## src/rtl/top.sv

```systemverilog
// top: three-state one-hot FSM with a Mealy output.
// The state walks idle -> s0, then toggles s0 <-> s1 on every cycle where din=1.
// dout marks each s1 -> s0 transition cycle, so it is high whenever state is s1 and din is 1.
module top (
   input  logic clk,
   input  logic rst,
   input  logic din,
   output logic dout
);

   // The encoding is fixed one-hot.
   // The names state, next_state, idle, s0 and s1 are kept stable so hierarchical probes can find them.
   typedef enum logic [2:0] {
      idle = 3'b001,
      s0   = 3'b010,
      s1   = 3'b100
   } state_t;

   state_t state;
   state_t next_state;

   // State register: asynchronous reset to idle, otherwise load next_state every rising edge.
   // NOTE: sequential state uses non-blocking (<=) so every flop samples pre-edge values.
   always_ff @(posedge clk or posedge rst) begin
      if (rst) begin
         state <= idle;
      end else begin
         state <= next_state;
      end
   end

   // Next-state and Mealy output decode, purely combinational from state and din.
   // NOTE: defaults are assigned first so every path drives every output (no latches).
   always_comb begin
      next_state = idle;
      dout       = 1'b0;
      case (state)
         idle: next_state = s0;
         s0:   next_state = din ? s1 : s0;
         s1: begin
            next_state = din ? s0 : s1;
            dout       = din;
         end
         // Any corrupted or unreachable value recovers through idle.
         default: next_state = idle;
      endcase
   end

endmodule

```

## config.mk

```make
export PLATFORM = sky130hd
export DESIGN_NAME = top
export DESIGN_NICKNAME = d
export VERILOG_FILES = /design/src/rtl/top.sv
export SDC_FILE = /design/constraint.sdc
export NUM_CORES = 1
export LEC_CHECK = 0
export BUFFER_PORTS_ARGS = -buffer_cell sky130_fd_sc_hd__buf_4
export CAP_MARGIN = 5
export CORE_AREA = 2 2 39 41
export CTS_BUF_LIST = sky130_fd_sc_hd__clkbuf_8 sky130_fd_sc_hd__clkbuf_16
export DETAILED_ROUTE_END_ITERATION = 10
export DIE_AREA = 0 0 41 43
export GPL_TIMING_DRIVEN = 0
export PLACE_DENSITY = 0.36
export SLEW_MARGIN = 10
export SYNTH_ARGS = -nofsm -noshare
export SYNTH_HDL_FRONTEND = slang
export SYNTH_SLANG_ARGS = --single-unit
```

## constraint.sdc

```tcl
create_clock -name clk -period 1.5 [get_ports clk]
set_input_delay 0.225 -clock clk [delete_from_list [all_inputs] [get_ports clk]]
set_output_delay 0.225 -clock clk [all_outputs]
set_load 0.1 [all_outputs]
```

==> Yosys cells after proc, flatten, opt, wreduce, memory -nomap -nowiden <==
Cells that the tools add are included.
{ "word_totals": {"out_inout_bits": 1, "reg_bits": 3, "in_bits": 3} }
{ "classes": {"mux": 4, "n_eq_ne": 3} }
{ "ops": {"columns": ["op", "count"], "rows": [
  ["$pmux 3 s3", 1],
  ["$mux 3", 2],
  ["$eq 3x1->1 const B", 1],
  ["$eq 3x2->1 const B", 1],
  ["$eq 3x3->1 const B", 1],
  ["$mux 1", 1]
]} }

==> Longest topological paths before layout <==
Gate-level depths: netlist of the first run.
{ "depth": {"ltp_word": 2, "mapped_depth": 2, "mapped_depth_nobuf": 2} }

==> Worst setup path before layout of the first run <==
OpenSTA, ideal clock, no wires.
{ "synth_timing": {"path_type": "register to register", "from": "register state[0]", "to": "register state[1]", "synth_period_minus_slack_ns": 1.718, "stages_incl_launch_ff": 3, "required_ns": 1.368, "arrival_ns": 1.586, "path_slack_ns": -0.218, "cell_sequence": "dfstp_2 and4bb_1 or3_1"} }
{ "synth_via": {"elab_chain_len": 2, "elab_cells_between_ends": 4, "cone_classes": "eq/ne: 3; mux: 1"} }
{ "synth_lines": {"columns": ["element", "line", "source"], "rows": [
  ["start, declared", "19", "state_t state;"],
  ["start signal, assigned", "26", "state <= idle;"],
  ["start signal, assigned", "28", "state <= next_state;"],
  ["$eq 3x3->1, or another cell as far along", "37", "case (state)"],
  ["$pmux 3 s3 (*)", "37", null],
  ["net next_state[1]", "20", "state_t next_state;"]
]} }
The timed path passes the listed nets; every way through them passes the cells marked *.

==> Worst setup path after layout of the first run <==
{ "layout_timing": {"from": "register state[0]", "to": "output port dout"} }
{ "layout_via": {"elab_chain_len": 2} }
{ "layout_lines": {"columns": ["element", "line", "source"], "rows": [
  ["$eq 3x3->1", "37", null],
  ["$mux 1", "37", null],
  ["end, declared", "8", "output logic dout"]
]} }
No other way between the ends.

==> results_tabular.tex, run 1 <==
\begin{tabular}{lr}
\hline
Metric & Value \\
\hline
\multicolumn{2}{l}{\textbf{Outcome}} \\
Outcome & completed \\
\multicolumn{2}{l}{\textbf{Detailed routing}} \\
Vias & 137 \\
Via-per-instance ratio & between 3 and 4 \\
Drt drc & 0 \\
First-pass iteration count of the detailed router & 2 \\
Wire length per cell & 9.39 um \\
Violation count after the first detailed-routing iteration & 1 \\
Total length of routed wires & 357 um \\
Antenna violation net count after detailed routing & 0 \\
\multicolumn{2}{l}{\textbf{Clock tree}} \\
CTS clock-pin slew for the worst setup and hold paths & approximately 0.030 ns \\
CTS Root Buffer Type & sky130\_fd\_sc\_hd\_\_clkbuf\_8 \\
Clock tree from TritonCTS & done \\
Number of clock sinks & 3 \\
Insertion delay to the later sink of the worst-skew pair & 0.21 ns \\
H-tree levels & 1 \\
Setup bufs post-CTS & 0 \\
Number of buffers created by CTS & 3 \\
Maximum clock path buffer count & 2 \\
\multicolumn{2}{l}{\textbf{Cells and area}} \\
Number of flip-flops in the largest register & 3 \\
Syn-to-layout area delta & 67.7\% \\
Finished layout cell area & 260 um\^{}2 \\
Commonest non-fill, non-tap cell in the layout & sky130\_fd\_sc\_hd\_\_clkbuf\_8 \\
Register with the most flip-flops & state \\
Layout cells sized above 1 & 0.364 \\
Non-filler instance count after layout & 38 \\
Commonest cells after routing, fill and taps aside & 3 x sky130\_fd\_sc\_hd\_\_clkbuf\_8, 2 x sky130\_fd\_sc\_hd\_\_o21ai\_0, 2 x sky130\_fd\_sc\_hd\_\_inv\_1, 2 x sky130\_fd\_sc\_hd\_\_buf\_4, 2 x sky130\_fd\_sc\_hd\_\_dfrtp\_1 \\
\# nets final & 26 \\
Core utilization of the finished layout & 0.188 \\
Largest registers ranked by flip-flop count & state: 3 flops \\
Antenna fix cells & 0 \\
\multicolumn{2}{l}{\textbf{Placed design}} \\
Total cell area at the placement stage & roughly 200 um\^{}2 \\
I/O Buffers & 3 \\
Placed Cells incl. Taps & 33 \\
Final weighted congestion in routability-driven placement & 0.616 \\
\multicolumn{2}{l}{\textbf{Logic synthesis}} \\
Synthesized instance count & 14 \\
Synth Warn \# & 0 \\
Post-synthesis register bit count & 3 \\
Post-synthesis cell area & 155 um\^{}2 \\
Post-synthesis sequential area ratio & 0.492 \\
Avg Inst Size Synth & 11.1 um\^{}2 \\
Synthesized Nets & 17 \\
Synth cell types & 12 \\
\multicolumn{2}{l}{\textbf{Timing}} \\
Actual slew at the worst max-slew pin & 0.224 ns \\
Final Skew & slightly above 0.0007 ns \\
Final Max Slew Viols & 0 \\
Min cycle time layout & approximately 1.4 ns \\
Period utilization & 0.955 \\
Unrepaired setup endpoints after global routing & false \\
Number of endpoints failing setup at the final stage & 0 \\
Max Fclk & 698 MHz \\
Remaining max-slew budget at the tightest pin & 0.848 \\
Final TNS setup & 0 ns \\
Fin. Hold Viols & 0 \\
\multicolumn{2}{l}{\textbf{Setup path}} \\
Crit path max fanout & 6 \\
Type of element capturing the critical path & output pin \\
Required time at the endpoint of the critical path & around 1.3 ns \\
Startpoint class of the critical path & flip-flop \\
Crit Path Category & reg2out \\
Data arrival time at the worst-slack endpoint & 1.21 ns \\
Register-to-Register Path Depth & 2 \\
\multicolumn{2}{l}{\textbf{Run}} \\
Maxcap violations & 0 \\
\multicolumn{2}{l}{\textbf{Power and ir drop}} \\
PnR Total Power & 532 uW \\
Ratio of total power to cell area & 2040 nW/um\^{}2 \\
Peak supply drop & 0.000531 V \\
Static Leakage & 0.112 nW \\
\multicolumn{2}{l}{\textbf{Worst hold path}} \\
Hold Crit Class & in2reg \\
Hold path cells & 3 \\
\multicolumn{2}{l}{\textbf{Floorplanning}} \\
Top Ports & 4 \\
Starting Density & 0.112 \\
Overall die width & 41 um \\
Placeable Area & 1380 um\^{}2 \\
Number of rows in the core area & 14 \\
Die boundary height & 43 um \\
Die outline area & 1760 um\^{}2 \\
\multicolumn{2}{l}{\textbf{Global routing}} \\
Initial antenna violation count & 0 \\
Pin count of the biggest net entering global routing & 8 \\
Overall fraction of global-route tracks in use & 0.0543 \\
Total congestion overflow after global routing & 0 \\
Global-route wire length before repair & 607 um \\
Vias in the first global route & about 140 \\
\hline
\end{tabular}
[critical path, stage by stage (launching register included)]
cell,delay (ns)
sky130_fd_sc_hd__dfstp_2,0.57
sky130_fd_sc_hd__and4bb_4,0.25
sky130_fd_sc_hd__buf_6,0.18
[cell families (layout without fill, tap and decap cells)]
group,count (synthesis),in the layout,share of synthesized area
and+or+nand+nor,6,6,0.331
DFF,3,3,0.492
buffers and inverters,1,9,0.0242
AOI/OAI and AO/OA,3,3,0.0967
xor gates and xnor gates,1,1,0.0565
[worst paths after layout]
path / start / endpoint / slack (ns)
min reg2reg: state[0] / state[2] / 0.54
max in group asynchronous: rst / state[0] / 0.85
max reg2reg: state[0] / state[1] / 0.19
min: din / state[2] / 0.32
max: state[0] / dout / 0.07
min in group asynchronous: rst / state[1] / 0.44
[layout make-up]
| cell class | instances | area (um^2) |
|---|---|---|
| clock inverter | 1 | 3.75 |
| clock buffer | 3 | 41.3 |
| multi-input combinational | 10 | 78.8 |
| inverter | 1 | 3.75 |
| timing repair buffer | 4 | 36.3 |
| fill | 149 | 1120 |
| tap | 16 | 20.0 |
| sequential | 3 | 76.3 |
[synth_stat cells]
cell | instances | share of area
sky130_fd_sc_hd__or3_1 | 1 | 0.040
sky130_fd_sc_hd__nor4b_1 | 1 | 0.056
sky130_fd_sc_hd__dfstp_2 | 1 | 0.17
sky130_fd_sc_hd__xor2_1 | 1 | 0.056
sky130_fd_sc_hd__nand3b_1 | 1 | 0.048
sky130_fd_sc_hd__and4bb_1 | 1 | 0.081
sky130_fd_sc_hd__o21ai_0 | 2 | 0.065
sky130_fd_sc_hd__a21oi_1 | 1 | 0.032
sky130_fd_sc_hd__dfrtp_1 | 2 | 0.32
sky130_fd_sc_hd__or3b_1 | 1 | 0.056
sky130_fd_sc_hd__inv_1 | 1 | 0.024
sky130_fd_sc_hd__nor3b_1 | 1 | 0.048
[repair_timing]
item                       CTS  global route
hold endpoints to repair     2             0
setup endpoints to repair    0             1
hold buffers                 1             0
gates resized for setup      0             1
[report_power, final]
group          switching [mW]  leakage, nW  internal (mW)
Combinational          0.0499       0.0488         0.0686
Sequential             0.0574       0.0365          0.129
Clock                  0.0529       0.0269          0.174
[per-layer routing]
metal,global-route usage,wire [um],vias to the layer above
li1,-,-,68
met1,0.0744,182,63
met2,0.0594,134,6
met3,0.0471,41,0
met4,0.0200,0,0
met5,0,0,-
[through the flow]
step	hold WS [ns]	setup WS [ns]
floorplan	-0.0221	0.0971
global placement	0.0972	0.216
detailed placement	0.104	0.191
CTS	0.310	0.0154
global route	0.319	0.0188
finish	0.318	0.0669
No activity file was read; power rests on OpenSTA's default activity.
==> inputs of run 2 (changes only) <==
--- a/config.mk
+++ b/config.mk
@@ -5,14 +5,16 @@
 export SDC_FILE = /design/constraint.sdc
 export NUM_CORES = 1
 export LEC_CHECK = 0
+export ABC_AREA = 1
 export BUFFER_PORTS_ARGS = -buffer_cell sky130_fd_sc_hd__buf_4
-export CAP_MARGIN = 5
+export CAP_MARGIN = 15
 export CORE_AREA = 2 2 39 41
 export CTS_BUF_LIST = sky130_fd_sc_hd__clkbuf_8 sky130_fd_sc_hd__clkbuf_16
 export DETAILED_ROUTE_END_ITERATION = 10
 export DIE_AREA = 0 0 41 43
 export GPL_TIMING_DRIVEN = 0
-export PLACE_DENSITY = 0.36
+export PLACE_DENSITY = 0.35
+export REMOVE_ABC_BUFFERS = 1
 export SLEW_MARGIN = 10
 export SYNTH_ARGS = -nofsm -noshare
 export SYNTH_HDL_FRONTEND = slang
==> results_tabular.tex, run 2 <==
\begin{tabular}{lr}
\hline
Metric & Value \\
\hline
\multicolumn{2}{l}{\textbf{Outcome}} \\
Outcome & completed \\
\multicolumn{2}{l}{\textbf{Cells and area}} \\
Layout cells sized above 1 & 0.310 \\
Finished layout cell area & 251 um\^{}2 \\
Number of flip-flops in the largest register & 3 \\
Fill cell instance count of the final layout & 153 \\
Commonest non-fill, non-tap cell in the layout & sky130\_fd\_sc\_hd\_\_inv\_1 \\
Largest registers ranked by flip-flop count & state: 3 flops \\
Commonest cells after routing, fill and taps aside & 6 x sky130\_fd\_sc\_hd\_\_inv\_1, 5 x sky130\_fd\_sc\_hd\_\_nand3\_1, 3 x sky130\_fd\_sc\_hd\_\_nand2\_1, 3 x sky130\_fd\_sc\_hd\_\_clkbuf\_8, 3 x sky130\_fd\_sc\_hd\_\_buf\_4 \\
Non-filler instance count after layout & 45 \\
Register with the most flip-flops & state \\
Antenna fix cells & 0 \\
Syn-to-layout area delta & 63.4\% \\
\# nets final & 33 \\
\multicolumn{2}{l}{\textbf{Placed design}} \\
Placed Cells incl. Taps & 40 \\
I/O Buffers & 3 \\
Final weighted congestion in routability-driven placement & 0.644 \\
Post-placement setup slack & 0.331 ns \\
Total cell area at the placement stage & 196 um\^{}2 \\
Final HPWL from detailed placement & 229 um \\
\multicolumn{2}{l}{\textbf{Power and ir drop}} \\
Switch share & 0.313 \\
Sequential power share & 0.304 \\
Ratio of total power to cell area & 2020 nW/um\^{}2 \\
Net Switching & 159 uW \\
Comb power frac & 0.256 \\
Static Leakage & roughly 0.14 nW \\
Internal Pwr Total & 349 uW \\
Clk network pwr share & 0.440 \\
Peak supply drop & between 0.0005 and 0.0006 V \\
\multicolumn{2}{l}{\textbf{Floorplanning}} \\
Die outline area & 1760 um\^{}2 \\
Number of rows in the core area & 14 \\
Die boundary height & between 40 and 50 um \\
Overall die width & 41 um \\
Placeable Area & 1380 um\^{}2 \\
Starting Density & 0.111 \\
Top Ports & 4 \\
\multicolumn{2}{l}{\textbf{Setup path}} \\
Type of element capturing the critical path & output pin \\
Startpoint of the worst-slack reg-to-reg timing path & state[0] \\
Startpoint class of the critical path & flip-flop \\
Data arrival time at the worst-slack endpoint & 1.17 ns \\
Capture instance of the worst register-to-register path & state[1] \\
Max stage delay on crit path & 0.37 ns \\
Minimum setup slack among reg-to-reg paths & between 0.6 and 0.7 ns \\
Required time at the endpoint of the critical path & 1.27 ns \\
Crit path max fanout & 2 \\
Crit path max-delay cell type & sky130\_fd\_sc\_hd\_\_dfrtp\_1 \\
Cell-by-cell trace of the critical path & nor2\_1 -> nand3\_1 -> inv\_1 -> buf\_4 \\
Crit Path Category & reg2out \\
Register-to-Register Path Depth & 3 \\
\multicolumn{2}{l}{\textbf{Timing}} \\
Max Fclk & about 720 MHz \\
Period utilization & 0.927 \\
Unrepaired setup endpoints after global routing & false \\
Min cycle time layout & 1.39 ns \\
Final Skew & 0.00251 ns \\
Actual slew at the worst max-slew pin & roughly 0.28 ns \\
Post-Route Hold Slack & between 0.2 and 0.25 ns \\
Fin. Hold Viols & 0 \\
Final TNS setup & 0 ns \\
Final Max Slew Viols & 0 \\
Remaining max-slew budget at the tightest pin & 0.815 \\
Number of endpoints failing setup at the final stage & 0 \\
Setup slack after layout & 0.110 ns \\
\multicolumn{2}{l}{\textbf{Worst hold path}} \\
Hold path cells & 2 \\
Hold Crit Class & in2reg \\
Destination of the worst hold path & state[2] \\
Startpoint of the lowest-slack hold path & din \\
\multicolumn{2}{l}{\textbf{Logic synthesis}} \\
Synthesized instance count & 21 \\
Post-synthesis cell area & $\sim$150 um\^{}2 \\
Commonest cells in the synthesized netlist & 5 x sky130\_fd\_sc\_hd\_\_inv\_1, 5 x sky130\_fd\_sc\_hd\_\_nand3\_1, 3 x sky130\_fd\_sc\_hd\_\_nand2\_1, 2 x sky130\_fd\_sc\_hd\_\_dfrtp\_1, 2 x sky130\_fd\_sc\_hd\_\_nor2\_1 \\
Largest area contributor in the netlist & sky130\_fd\_sc\_hd\_\_dfrtp\_1 \\
Synth cell types & 9 \\
Post-synthesis register bit count & 3 \\
Largest cells by area after synthesis & sky130\_fd\_sc\_hd\_\_dfrtp\_1 33\%, sky130\_fd\_sc\_hd\_\_dfstp\_2 17\%, sky130\_fd\_sc\_hd\_\_nand3\_1 16\%, sky130\_fd\_sc\_hd\_\_inv\_1 12\%, sky130\_fd\_sc\_hd\_\_nand2\_1 7.3\% \\
Top FF cell, synth & sky130\_fd\_sc\_hd\_\_dfrtp\_1 \\
Post-synthesis sequential area ratio & 0.496 \\
Synth Warn \# & 0 \\
Avg Inst Size Synth & between 7 and 8 um\^{}2 \\
Post-synth EDFFs & 0 \\
Share of the synthesized area in the top cell type & 0.325 \\
Asr flop ratio synth & 1.00 \\
\multicolumn{2}{l}{\textbf{Detailed routing}} \\
Total length of routed wires & 291 um \\
First-pass iteration count of the detailed router & 1 \\
Vias & 146 \\
Violation count after the first detailed-routing iteration & 0 \\
Antenna violation net count after detailed routing & 0 \\
Via-per-instance ratio & 3.24 \\
Drt drc & 0 \\
Wire length per cell & roughly 6.5 um \\
\multicolumn{2}{l}{\textbf{Global routing}} \\
Pin count of the biggest net entering global routing & 5 \\
Total congestion overflow after global routing & 0 \\
Global-route wire length before repair & 483 um \\
Vias in the first global route & 137 \\
Overall fraction of global-route tracks in use & 0.0453 \\
Initial antenna violation count & 0 \\
\multicolumn{2}{l}{\textbf{Clock tree}} \\
Setup bufs post-CTS & 0 \\
Number of clock sinks & 3 \\
Hold buffer count at cts & 1 \\
Post-CTS sizing & 0 \\
H-tree levels & 1 \\
CTS clock-pin slew for the worst setup and hold paths & 0.03 ns \\
Maximum clock path buffer count & 2 \\
CTS Root Buffer Type & sky130\_fd\_sc\_hd\_\_clkbuf\_8 \\
Insertion delay to the later sink of the worst-skew pair & 0.21 ns \\
Clock tree from TritonCTS & done \\
Number of buffers created by CTS & 3 \\
\multicolumn{2}{l}{\textbf{Run}} \\
Maxcap violations & 0 \\
\hline
\end{tabular}
-- run 2: metrics by stage --
stage	power (mW)	util
after floorplan	0.254	-
after global placement	0.285	0.142
after detailed placement	0.285	0.142
after CTS	0.519	0.182
after global routing	0.552	0.182
final	0.509	0.182
-- run 2: per-layer routing --
layer	up-vias	part of all wire	global-route usage
li1	78	-	-
met1	64	0.50	0.0519
met2	4	0.40	0.0531
met3	0	0.10	0.0314
met4	0	0	0.0400
met5	-	0	0
-- run 2: worst max-delay path, delay by kind of cell (launching register included) --
family	cells	cell delay [ns]
flops	1	0.37
buf+inv	2	0.34
simple gates	2	0.24
-- run 2: cell type report --
| class | instances | area (um^2) | area share |
|---|---|---|---|
| Tap cell | 16 | 20.0 | 0.0796 |
| Inverter | 6 | 22.5 | 0.0896 |
| Timing Repair Buffer | 4 | 32.5 | 0.129 |
| Clock inverter | 1 | 3.75 | 0.0149 |
| Multi-Input combinational cell | 12 | 55.1 | 0.219 |
| Sequential cell | 3 | 76.3 | 0.303 |
| Clock buffer | 3 | 41.3 | 0.164 |
-- run 2: worst max-delay path by stage --
stage          slack (ns)  startpoint    to  depth (start not counted)
5_1_grt              0.04    state[1]  dout                          4
6_report             0.11    state[1]  dout                          4
3_3_place_gp         0.33    state[1]  dout                          4
3_5_place_dp         0.33    state[1]  dout                          4
4_1_cts               0.1    state[1]  dout                          4
2_1_floorplan        0.11    state[1]  dout                          3
-- run 2: kinds of logic after synthesis --
| kind of cell | Yosys count | share of synthesized area |
|---|---|---|
| and+or+nand+nor | 11 | 0.325 |
| buffers and inverters | 6 | 0.146 |
| DFF | 3 | 0.496 |
| AOI/OAI and AO/OA | 1 | 0.0325 |
-- run 2: power by group through the flow --
| stage | sequential (mW) | combinational [mW] | clock, mW |
|---|---|---|---|
| floorplan | 0.149 | 0.105 | 0 |
| global placement | 0.154 | 0.131 | 0 |
| detailed placement | 0.155 | 0.131 | 0 |
| CTS | 0.154 | 0.133 | 0.232 |
| global route | 0.160 | 0.153 | 0.239 |
| finish | 0.155 | 0.130 | 0.224 |
==> inputs of run 3 (changes only) <==
--- a/config.mk
+++ b/config.mk
@@ -14,6 +14,7 @@
 export DIE_AREA = 0 0 41 43
 export GPL_TIMING_DRIVEN = 0
 export PLACE_DENSITY = 0.35
+export RECOVER_POWER = 100
 export REMOVE_ABC_BUFFERS = 1
 export SLEW_MARGIN = 10
 export SYNTH_ARGS = -nofsm -noshare
==> results_tabular.tex, run 3 (synthesized netlist as in run 2, its figures left out) <==
\begin{tabular}{lr}
\hline
Metric & Value \\
\hline
\multicolumn{2}{l}{\textbf{Floorplanning}} \\
Number of rows in the core area & 14 \\
Placeable Area & 1380 um\^{}2 \\
Starting Density & 0.111 \\
Top Ports & 4 \\
Die boundary height & 43 um \\
Overall die width & 41 um \\
Die outline area & around 1800 um\^{}2 \\
\multicolumn{2}{l}{\textbf{Timing}} \\
Max Fclk & 715 MHz \\
Unrepaired setup endpoints after global routing & false \\
Period utilization & 0.932 \\
Min cycle time layout & 1.40 ns \\
Final Skew & 0.00248 ns \\
Final Max Slew Viols & 0 \\
Final TNS setup & 0 ns \\
Remaining max-slew budget at the tightest pin & 0.815 \\
Fin. Hold Viols & 0 \\
Number of endpoints failing setup at the final stage & 0 \\
Actual slew at the worst max-slew pin & 0.279 ns \\
Setup slack after layout & 0.102 ns \\
\multicolumn{2}{l}{\textbf{Clock tree}} \\
Setup bufs post-CTS & 0 \\
Number of buffers created by CTS & 3 \\
Insertion delay to the later sink of the worst-skew pair & 0.21 ns \\
Clock tree from TritonCTS & done \\
H-tree levels & 1 \\
Maximum clock path buffer count & 2 \\
CTS clock-pin slew for the worst setup and hold paths & 0.03 ns \\
Number of clock sinks & 3 \\
CTS Root Buffer Type & sky130\_fd\_sc\_hd\_\_clkbuf\_8 \\
\multicolumn{2}{l}{\textbf{Global routing}} \\
Global-route wire length before repair & roughly 480 um \\
Pin count of the biggest net entering global routing & 5 \\
Total congestion overflow after global routing & 0 \\
Vias in the first global route & 137 \\
Initial antenna violation count & 0 \\
Overall fraction of global-route tracks in use & 0.0453 \\
\multicolumn{2}{l}{\textbf{Placed design}} \\
Placed Cells incl. Taps & 40 \\
Final weighted congestion in routability-driven placement & 0.644 \\
Final HPWL from detailed placement & 229 um \\
I/O Buffers & 3 \\
Total cell area at the placement stage & 196 um\^{}2 \\
Post-placement setup slack & about 0.33 ns \\
\multicolumn{2}{l}{\textbf{Detailed routing}} \\
Wire length per cell & 6.33 um \\
First-pass iteration count of the detailed router & 1 \\
Drt drc & 0 \\
Via-per-instance ratio & 3.29 \\
Antenna violation net count after detailed routing & 0 \\
Violation count after the first detailed-routing iteration & 0 \\
Vias & 148 \\
Total length of routed wires & 285 um \\
\multicolumn{2}{l}{\textbf{Setup path}} \\
Cell-by-cell trace of the critical path & nor2\_1 -> nand3\_1 -> inv\_1 -> buf\_4 \\
Crit Path Category & reg2out \\
Required time at the endpoint of the critical path & 1.27 ns \\
Max stage delay on crit path & 0.54 ns \\
Critical path buffer and inverter count & 2 \\
Data arrival time at the worst-slack endpoint & 1.17 ns \\
Largest delay share family, worst path & flip-flops \\
Type of element capturing the critical path & output pin \\
Crit path max fanout & 3 \\
Crit path max-delay cell type & sky130\_fd\_sc\_hd\_\_dfstp\_1 \\
Startpoint class of the critical path & flip-flop \\
\multicolumn{2}{l}{\textbf{Cells and area}} \\
\# nets final & 33 \\
Commonest non-fill, non-tap cell in the layout & sky130\_fd\_sc\_hd\_\_inv\_1 \\
Number of flip-flops in the largest register & 3 \\
Antenna fix cells & 0 \\
Non-filler instance count after layout & 45 \\
Register with the most flip-flops & state \\
Layout cells sized above 1 & 0.276 \\
Largest registers ranked by flip-flop count & state: 3 flops \\
Commonest cells after routing, fill and taps aside & 6 x sky130\_fd\_sc\_hd\_\_inv\_1, 5 x sky130\_fd\_sc\_hd\_\_nand3\_1, 3 x sky130\_fd\_sc\_hd\_\_nand2\_1, 3 x sky130\_fd\_sc\_hd\_\_clkbuf\_8 \\
Syn-to-layout area delta & 63.4\% \\
Finished layout cell area & 251 um\^{}2 \\
\multicolumn{2}{l}{\textbf{Worst hold path}} \\
Hold Crit Class & in2reg \\
\multicolumn{2}{l}{\textbf{Power and ir drop}} \\
Static Leakage & around 0.14 nW \\
Ratio of total power to cell area & 2000 nW/um\^{}2 \\
Peak supply drop & 0.000563 V \\
\multicolumn{2}{l}{\textbf{Outcome}} \\
Outcome & completed \\
\multicolumn{2}{l}{\textbf{Run}} \\
Maxcap violations & 0 \\
\hline
\end{tabular}
-- run 3: routing by layer --
metal  wire, um  share of wire  global-route usage  vias to the layer above
met3         29           0.10              0.0314                        0
met1        138           0.48              0.0519                       66
li1           -              -                   -                       78
met4          0              0              0.0400                        0
met2        117           0.41              0.0531                        4
met5          0              0                   0                        -
-- run 3: path summary, 6_finish.rpt --
kind | startpoint | endpoint | slack (ns) | depth (start not counted)
max | state[0] | dout | 0.10 | 4
min reg2reg | state[2] | state[0] | 0.56 | 3
max reg2reg | state[0] | state[1] | 0.59 | 3
max in group asynchronous | rst | state[0] | 0.87 | 3
min | din | state[2] | 0.24 | 2
min in group asynchronous | rst | state[1] | 0.43 | 3
-- run 3: repair_timing --
item                                   in CTS  in global routing
gates resized for setup                     0                  0
hold buffers                                1                  0
endpoints found under the hold margin       2                  0
setup endpoints to repair                   0                  0
-- run 3: layout make-up --
type | instances | area [um^2]
inverters | 6 | 22.5
repair buffers | 4 | 32.5
multi-input cells | 12 | 55.1
clock inverters | 1 | 3.75
fillers | 153 | 1130
well taps | 16 | 20.0
clock buffers | 3 | 41.3
flip-flops and latches | 3 | 76.3
-- run 3: stage by stage --
step           hold slack, ns  power (mW)   util
5_1_grt                 0.241       0.546  0.182
3_3_place_gp            0.100       0.285  0.142
3_5_place_dp            0.104       0.285  0.142
6_report                0.239       0.504  0.182
4_1_cts                 0.235       0.519  0.182
2_1_floorplan         -0.0221       0.254      -
-- run 3: where the power goes --
| group | leakage [nW] | total [mW] | switching, mW | internal [mW] |
|---|---|---|---|---|
| Clock | 0.0269 | 0.224 | 0.0498 | 0.174 |
| Sequential | 0.0357 | 0.150 | 0.0266 | 0.124 |
| Combinational | 0.0767 | 0.130 | 0.0829 | 0.0471 |
-- run 3: worst register-to-register path: stages (launching register included) --
cell and delay (ns):
sky130_fd_sc_hd__dfstp_1 0.54, sky130_fd_sc_hd__nor2_1 0.07, sky130_fd_sc_hd__nand3_1 0.08, sky130_fd_sc_hd__nand3_1 0.09
